[config.mk]
export PLATFORM = sky130hd
export DESIGN_NAME = pipe_skid_reg
export DESIGN_NICKNAME = d
export VERILOG_FILES = /design/src/rtl/pipe_pkg.sv /design/src/rtl/pipe_skid_reg.sv
export SDC_FILE = /design/constraint.sdc
export NUM_CORES = 1
export LEC_CHECK = 0
export BUFFER_PORTS_ARGS = -buffer_cell sky130_fd_sc_hd__buf_2
export CORE_MARGIN = 5
export CORE_UTILIZATION = 40
export CTS_CLUSTER_SIZE = 30
export DETAILED_ROUTE_END_ITERATION = 10
export PLACE_DENSITY = 0.69
export SYNTH_ARGS = -nofsm -noshare
export SYNTH_HDL_FRONTEND = slang
export SYNTH_SLANG_ARGS = --single-unit
[constraint.sdc]
create_clock -name clk -period 3.1 [get_ports clk]
set_input_delay 0.155 -clock clk [delete_from_list [all_inputs] [get_ports clk]]
set_output_delay 0.155 -clock clk [all_outputs]
set_load 0.01 [all_outputs]
[src/rtl/pipe_pkg.sv]
// Shared definitions for the generic pipeline-stage register: state encoding
// and the EX/MEM control-bundle layout used by stage instantiators.
package pipe_pkg;

  typedef enum logic [1:0] {
    ST_EMPTY = 2'd0,
    ST_ONE   = 2'd1,
    ST_FULL  = 2'd2
  } pipe_state_e;

  // EX/MEM instance geometry
  localparam int EXMEM_DATA_W = 101;
  localparam int EXMEM_CTRL_W = 10;

  // EX/MEM control-bundle bit positions
  localparam int EXMEM_REG_WRITE     = 9;
  localparam int EXMEM_MEM_TO_REG_HI = 8;
  localparam int EXMEM_MEM_TO_REG_LO = 7;
  localparam int EXMEM_MEM_READ      = 6;
  localparam int EXMEM_MEM_WRITE     = 5;
  localparam int EXMEM_PC_SRC_HI     = 4;
  localparam int EXMEM_PC_SRC_LO     = 3;
  localparam int EXMEM_JUMP          = 2;
  localparam int EXMEM_BRANCH        = 1;
  localparam int EXMEM_ALU_ZERO      = 0;

endpackage

[src/rtl/pipe_skid_reg.sv]
// Generic pipeline-stage register with valid/ready handshake, a one-entry skid
// buffer so in_ready_o is a pure state decode, and a synchronous flush.
module pipe_skid_reg
  import pipe_pkg::*;
#(
  parameter int DATA_W     = 32,
  parameter int CTRL_W     = 10,
  parameter bit CLEAR_DATA = 1'b1
) (
  input  logic              clk,
  input  logic              rst_n,
  input  logic              flush_i,
  input  logic              in_valid_i,
  output logic              in_ready_o,
  input  logic [DATA_W-1:0] in_data_i,
  input  logic [CTRL_W-1:0] in_ctrl_i,
  output logic              out_valid_o,
  input  logic              out_ready_i,
  output logic [DATA_W-1:0] out_data_o,
  output logic [CTRL_W-1:0] out_ctrl_o,
  output logic [1:0]        occupancy_o,
  output logic [1:0]        dbg_state_o
);

  // Handshake: a transfer happens on an edge where valid & ready are both 1;
  // producers hold data while valid & !ready, and ready never looks at valid.

  pipe_state_e       r_state;
  pipe_state_e       w_state_nxt;
  logic [DATA_W-1:0] r_main_data;
  logic [CTRL_W-1:0] r_main_ctrl;
  logic [DATA_W-1:0] r_skid_data;
  logic [CTRL_W-1:0] r_skid_ctrl;

  logic w_push;
  logic w_pop;
  logic w_ld_main_in;
  logic w_ld_main_skid;
  logic w_ld_skid;

  assign w_push = in_valid_i & in_ready_o;
  assign w_pop  = out_valid_o & out_ready_i;

  always_ff @(posedge clk or negedge rst_n) begin
    if (!rst_n) begin
      r_state <= ST_EMPTY;
    end else begin
      r_state <= w_state_nxt;
    end
  end

  always_comb begin
    w_state_nxt    = r_state;
    w_ld_main_in   = 1'b0;
    w_ld_main_skid = 1'b0;
    w_ld_skid      = 1'b0;
    if (flush_i) begin
      w_state_nxt = ST_EMPTY;
    end else begin
      case (r_state)
        ST_EMPTY: begin
          if (w_push) begin
            w_state_nxt  = ST_ONE;
            w_ld_main_in = 1'b1;
          end
        end
        ST_ONE: begin
          if (w_push && !w_pop) begin
            w_state_nxt = ST_FULL;
            w_ld_skid   = 1'b1;
          end else if (w_push && w_pop) begin
            w_ld_main_in = 1'b1;
          end else if (w_pop) begin
            w_state_nxt = ST_EMPTY;
          end
        end
        ST_FULL: begin
          if (w_pop) begin
            w_state_nxt    = ST_ONE;
            w_ld_main_skid = 1'b1;
          end
        end
        default: w_state_nxt = ST_EMPTY;
      endcase
    end
  end

  // Unused encodings report as not-ready and not-valid until recovered.
  always_comb begin
    in_ready_o  = 1'b0;
    out_valid_o = 1'b0;
    occupancy_o = 2'd0;
    case (r_state)
      ST_EMPTY: begin
        in_ready_o = 1'b1;
      end
      ST_ONE: begin
        in_ready_o  = 1'b1;
        out_valid_o = 1'b1;
        occupancy_o = 2'd1;
      end
      ST_FULL: begin
        out_valid_o = 1'b1;
        occupancy_o = 2'd2;
      end
      default: begin
        in_ready_o  = 1'b0;
        out_valid_o = 1'b0;
        occupancy_o = 2'd0;
      end
    endcase
  end

  always_ff @(posedge clk or negedge rst_n) begin
    if (!rst_n) begin
      r_main_data <= '0;
      r_main_ctrl <= '0;
      r_skid_data <= '0;
      r_skid_ctrl <= '0;
    end else if (flush_i) begin
      r_main_ctrl <= '0;
      r_skid_ctrl <= '0;
      if (CLEAR_DATA) begin
        r_main_data <= '0;
        r_skid_data <= '0;
      end
    end else begin
      if (w_ld_main_in) begin
        r_main_data <= in_data_i;
        r_main_ctrl <= in_ctrl_i;
      end else if (w_ld_main_skid) begin
        r_main_data <= r_skid_data;
        r_main_ctrl <= r_skid_ctrl;
      end
      if (w_ld_skid) begin
        r_skid_data <= in_data_i;
        r_skid_ctrl <= in_ctrl_i;
      end
    end
  end

  // Bubbles are NOPs: control always masked, payload masked only when asked.
  assign out_ctrl_o  = out_valid_o ? r_main_ctrl : '0;
  assign out_data_o  = (CLEAR_DATA && !out_valid_o) ? '0 : r_main_data;
  assign dbg_state_o = r_state;

endmodule

==> run metrics, run 1 <==
worst min-delay path class=in -> reg; top cell type's share of synthesized area=50.47%; DRC=0; clk_skew=0.01017 ns; first-pass GRT wire length=18580 um; xor/xnor share of the synthesized area=0%; post-synthesis adder-cell area fraction=1.467%; CP startpoint=dbg_state_o[0]$_DFFE_PN0P_; clk sink count=86; Bufs and invs on worst path=3; crit end category=register; pin count of the biggest net entering global routing=77; Main synth FF type=dfrtp_1; GRT Residual Overflow=0; P&R area growth vs syn=18.25%; Warnings, synthesis=0; Max Buffers Root-to-Sink=2; die area=12830 um^2; Post-Syn Area=4264 um^2; CP most frequent cell=buf_4; critical path class=reg -> reg; DRT Pass-1 Iters=4; worst-path maximum fanout=46; CTS tree=built; Die Span Y=113.3 um; Non-Filler Cell Area, Final=5042 um^2; Ports=95; initial core utilization=41.12%; setup total negative slack=0 ns; leakage power=2.317 nW; cell family with most CP delay=buffers and inverters; max-slew violation count=0; Clock Tree Root=clkbuf_8; H-Tree Level Count=3; row count=37; Rel. slew slack=34.89%; CP peak stage delay=0.45 ns; top cells by area, synth=dfrtp_1 50%, nand2_1 11%, a311oi_1 8.6%; postcts setup bufs=0; Routed WL=11140 um; DP Area=4786 um^2; Hold-fix buffers, CTS=1; Final nets=619; initial antenna violation count=0; CP Cell Sequence=inv_1, ha_1, buf_4, a41o_1, nand2_2, buf_4, nor2_1, a311oi_1; hold slack=0.04001 ns; period utilization=75.92%; #FFs+latches synth=86; sequential area share after synthesis=50.47%; clock-pin slew on the worst setup and hold paths=0.09 ns; Die X=113.3 um; CP required=3.34 ns; setup violators final=0; vias in the first global route=3744; Synth Instances=495; VDD IR max=0.2960 mV; routed via count=3738; average size of a mapped cell=8.614 um^2; DP HPWL=7348 um; GRT Util Overall=17.63%; Routed WL per cell=15.73 um; vias per cell=5.280; Worst Tran Pin Value=0.9767 ns; RSZ-0062 raised after global routing=no; core area=10370 um^2; crit path launch type=register; multiplexer share of the synthesized area=0.5282%; largest family of logic cells by synthesized area=simple AND/OR/NAND/NOR gates; Achievable Freq=0.4249 GHz; FF-to-FF Start=dbg_state_o[0]$_DFFE_PN0P_; gpl congestion=0.7741; post-synth cell types=23; synth cell count leaders=130 x nand2_1, 86 x dfrtp_1, 45 x nor2_1; Power Density=718.9 nW/um^2; status=completed; most frequent cell after synthesis=nand2_1; worst-skew pair later-pin latency=0.35 ns; Post-CTS Resized=0; Simple-Gate Fraction of Synth Area=27.23%; final core occ=48.62%; Tmin final=2.353 ns; Max-cap violations=0; antenna-violating nets left=0; post-synth top area cell=dfrtp_1; HP Start=in_ctrl_i[3]; Post-synth EDFFs=0; final hold violations=0; PortBufs=94; Post-Syn Nets=547; initial DRC count=285; # diodes=0; ys async rst share=100.0%; Synth Area in Compound Gates=14.67%; share of layout cells above drive strength 1=22.73%; CTS Buf Count=9; slowest cell on the critical path=dfrtp_1; Arr. time, crit path=2.59 ns
-- worst paths after layout --
path                            slack [ns]  depth (start not counted)                          end
worst max-delay path                  0.75                          8  r_main_data[20]$_DFFE_PN0P_
worst max register to register        0.75                          8  r_main_data[20]$_DFFE_PN0P_
worst min register to register        0.53                          2   r_skid_ctrl[2]$_DFFE_PN0P_
min in group asynchronous             0.49                          2  r_main_data[13]$_DFFE_PN0P_
max in group asynchronous             1.91                          3  r_skid_data[25]$_DFFE_PN0P_
worst min-delay path                  0.04                          3   r_skid_ctrl[3]$_DFFE_PN0P_
-- stage by stage --
stage	setup slack [ns]	power (mW)	std cells
floorplan	1.117	2.309	495
global placement	0.9592	2.654	691
detailed placement	0.7855	2.705	691
CTS	0.7319	3.664	708
global route	0.5549	3.876	708
finish	0.7466	3.625	708
-- layout by cell type (no fill, tap or decap), drive strengths merged --
master,synthesis,final
nand2,130,130
buf,21,106
dfrtp,86,86
nor2,46,46
and2,43,43
nand3,43,43
a311oi,42,42
a21oi,42,42
clkbuf,25,9
ha,5,5
inv,3,3
bufinv,0,3
mux2,2,2
clkinvlp,0,2
clkinv,0,2
a221oi,2,2
or2,1,1
a41o,1,1
o21ai,1,1
a2bb2oi,1,1
nor3,1,1
dlygate4sd3,0,1
-- kinds of logic after synthesis --
family / after synthesis
simple gates: 264
compound gates: 89
flops: 86
buf+inv: 49
fa+ha+maj: 5
mux: 2
-- routing by layer --
layer,up-vias,share of wire [%],track usage (%)
met3,7,6.3,4.011
met1,1801,45,24.07
met4,0,0.87,4.167
met5,-,0,0
li1,1817,-,-
met2,113,48,28.59
-- sequential cells by signal, indices dropped and copies added, names as in the netlist --
signal,count
r_main_data,32
r_skid_data,32
r_main_ctrl,10
r_skid_ctrl,10
dbg_state_o,2
-- final cells by class --
| class | instances | area, um^2 |
|---|---|---|
| Clock buffer | 9 | 123.9 |
| Inverter | 3 | 11.26 |
| Timing Repair Buffer | 107 | 573.1 |
| Fill cell | 1005 | 5328 |
| Clock inverter | 7 | 122.6 |
| Sequential cell | 86 | 2152 |
| Tap cell | 136 | 170.2 |
| Multi-Input combinational cell | 360 | 1889 |
-- tightest hold or removal path, delay by kind of cell --
kind | cells | cell delay, ns
buf+inv | 1 | 0.10
simple gates | 1 | 0.05
compound gates | 1 | 0.05
-- where the power goes --
part | internal (mW) | total [mW] | leakage (nW) | switching, mW
clock | 0.538 | 0.950 | 0.116 | 0.413
sequential | 1.32 | 1.43 | 1.16 | 0.109
combinational | 0.450 | 1.24 | 1.04 | 0.791
total | 2.31 | 3.62 | 2.32 | 1.31
Power figures use the tool's default switching activity.
==> run 2, diff against run 1 <==
- PLACE_DENSITY: 0.69 -> 0.71
- clock period: 3.1 -> 2 ns (I/O delays scaled with it)
==> run 2 against run 1 <==
  * Combinational power up 85%
  * Global-route usage up 1.1 points
  * Routed wire length up 8.3%
  * Worst setup slack worse by 0.63 ns
  * Sequential power up 55%
  * Sequential share of layout area down 4.0 points
  * Register-to-register slack worse by 0.63 ns
  * Power up 56%
  * Design area up 10%
  * Final cell count up 7.3%
  * Clock skew down 0.0050 ns
==> run metrics, run 2 (synthesized netlist as in run 1, its figures left out) <==
Routed WL=12060 um (was 11140 um); max-slew violation count=0 (unchanged); CP Cell Sequence=buf_4, ha_1, a41o_1, nand2_4, buf_12, nor2_1, a311oi_1 (was inv_1, ha_1, buf_4, a41o_1, nand2_2, buf_4, nor2_1, a311oi_1); most frequent cells in the layout=128 x nand2_1, 93 x buf_2, 86 x dfrtp_1 (unchanged); slowest cell on the critical path=dfrtp_1 (unchanged); Rel. slew slack=61.72% (was 34.89%); CP required=2.24 ns (was 3.34 ns); leakage power=2.558 nW (was 2.317 nW); core area=10370 um^2 (unchanged); most common cell after layout, fill and taps aside=nand2_1 (unchanged); HP Start=in_data_i[12] (was in_ctrl_i[3]); GRT Util Overall=18.77% (was 17.63%); Power Density=1014 nW/um^2 (was 718.9 nW/um^2); initial core utilization=41.12% (unchanged); worst-path maximum fanout=20 (was 46); VDD IR max=0.4482 mV (was 0.2960 mV); die area=12830 um^2 (unchanged); worst-case hold path end point=r_skid_data[12]$_DFFE_PN0P_ (was r_skid_ctrl[3]$_DFFE_PN0P_); row count=37 (unchanged); crit end category=register (unchanged); reg-to-reg slack, setup=0.12 ns (was 0.75 ns); clock-pin slew on the worst setup and hold paths=0.08 ns (was 0.09 ns); total power=5.644 mW (was 3.625 mW); setup violators final=0 (unchanged); clk_skew=0.005203 ns (was 0.01017 ns); CTS tree=built (unchanged); PortBufs=94 (unchanged); DRT Pass-1 Iters=4 (unchanged); Die Span Y=113.3 um (unchanged); H-Tree Level Count=3 (unchanged); Bufs and invs on worst path=2 (was 3); Final nets=671 (was 619); period utilization=94.04% (was 75.92%); first-pass GRT wire length=19540 um (was 18580 um); worst min-delay path class=in -> reg (unchanged); cell family with most CP delay=compound AO/OA/AOI/OAI gates (was buffers and inverters); FF-to-FF Start=dbg_state_o[0]$_DFFE_PN0P_ (unchanged); Routed WL per cell=15.87 um (was 15.73 um); highest metal used=met4 (unchanged); vias in the first global route=3891 (was 3744); worst-skew pair later-pin latency=0.35 ns (about the same); DP HPWL=7726 um (was 7348 um); crit path launch type=register (unchanged); status=completed (unchanged); FF-to-FF End=r_main_data[18]$_DFFE_PN0P_ (was r_main_data[20]$_DFFE_PN0P_); Max Buffers Root-to-Sink=2 (unchanged); R2R depth=7 (was 8); critical path class=reg -> reg (unchanged); Largest regs=r_main_data x32, r_skid_data x32 (unchanged); Clock Tree Root=clkbuf_8 (unchanged); routed via count=4009 (was 3738); Arr. time, crit path=2.12 ns (was 2.59 ns); met3 WL=602 um (was 700 um); vias per cell=5.275 (was 5.280); worst hold path depth=3 (unchanged); WL met2=5768 um (was 5312 um); setup total negative slack=0 ns (unchanged); hold slack=0.009444 ns (was 0.04001 ns); Max-cap violations=0 (unchanged); DRC=0 (unchanged); clk sink count=86 (unchanged); share of layout cells above drive strength 1=23.08% (was 22.73%); postcts setup bufs=0 (unchanged); pin count of the biggest net entering global routing=45 (was 77); initial antenna violation count=0 (unchanged); RSZ-0062 raised after global routing=no (unchanged); final hold violations=0 (unchanged); gpl congestion=0.7595 (was 0.7741); M1 WL=5547 um (was 5026 um); GRT Residual Overflow=0 (unchanged); CTS Buf Count=9 (unchanged); CP peak stage delay=0.39 ns (was 0.45 ns); # diodes=0 (unchanged); Achievable Freq=0.5317 GHz (was 0.4249 GHz); Tmin final=1.881 ns (was 2.353 ns); Worst Tran Pin Value=0.5742 ns (was 0.9767 ns); Ports=95 (unchanged); initial DRC count=240 (was 285); Die X=113.3 um (unchanged); P&R area growth vs syn=30.52% (was 18.25%); antenna-violating nets left=0 (unchanged)
[run 2: power breakdown]
part / total, mW / internal, mW / switching, mW
combinational: 2.29 / 0.941 / 1.34
clock: 1.14 / 0.550 / 0.590
sequential: 2.22 / 2.05 / 0.166
total: 5.64 / 3.54 / 2.10
[run 2: how the worst max path moves through the flow]
stage | from | endpoint | cells past startpoint
after floorplan | dbg_state_o[0]$_DFFE_PN0P_ | dbg_state_o[0]$_DFFE_PN0P_ | 7
after global placement | dbg_state_o[0]$_DFFE_PN0P_ | dbg_state_o[0]$_DFFE_PN0P_ | 6
after detailed placement | dbg_state_o[0]$_DFFE_PN0P_ | r_main_ctrl[3]$_DFFE_PN0P_ | 7
after CTS | dbg_state_o[0]$_DFFE_PN0P_ | out_ctrl_o[3] | 5
after global routing | dbg_state_o[0]$_DFFE_PN0P_ | r_main_data[2]$_DFFE_PN0P_ | 7
final | dbg_state_o[0]$_DFFE_PN0P_ | r_main_data[18]$_DFFE_PN0P_ | 7
[run 2: worst reg2reg max path, stage by stage, from the launching register on]
cell	delay (ns)
dfrtp_1	0.39
buf_4	0.15
ha_1	0.27
a41o_1	0.30
nand2_4	0.15
buf_12	0.18
nor2_1	0.05
a311oi_1	0.27
[run 2: area by class of cell]
type / instances / area (um^2)
sequential: 86 / 2152
tap: 136 / 170.2
fill: 958 / 4805
inverter: 3 / 11.26
clock inverter: 3 / 17.52
multi-input combinational: 360 / 1909
clock buffer: 13 / 168.9
timing repair buffer: 159 / 1136
[run 2: per-stage QoR]
| stage | utilization [%] | cells | setup WS [ns] | area [um^2] |
|---|---|---|---|---|
| after floorplan | - | 495 | 0.01700 | 4264 |
| final | 53.67 | 760 | 0.1192 | 5565 |
| after detailed placement | 47.24 | 701 | 0.08794 | 4898 |
| after global routing | 53.67 | 760 | 0.007287 | 5565 |
| after global placement | 47.24 | 701 | 0.1940 | 4898 |
| after CTS | 52.99 | 758 | 0.08207 | 5495 |
[run 2: routing by layer]
metal  track usage, %  vias up
li1                 -     1921
met1            25.56     1957
met2            30.17      119
met3            3.422       12
met4            6.490        0
met5                0        -
[run 2: timing repair]
item	CTS	global route
setup endpoints to repair	0	20
hold endpoints to repair	82	0
resized for setup	0	4
hold buffers	41	0
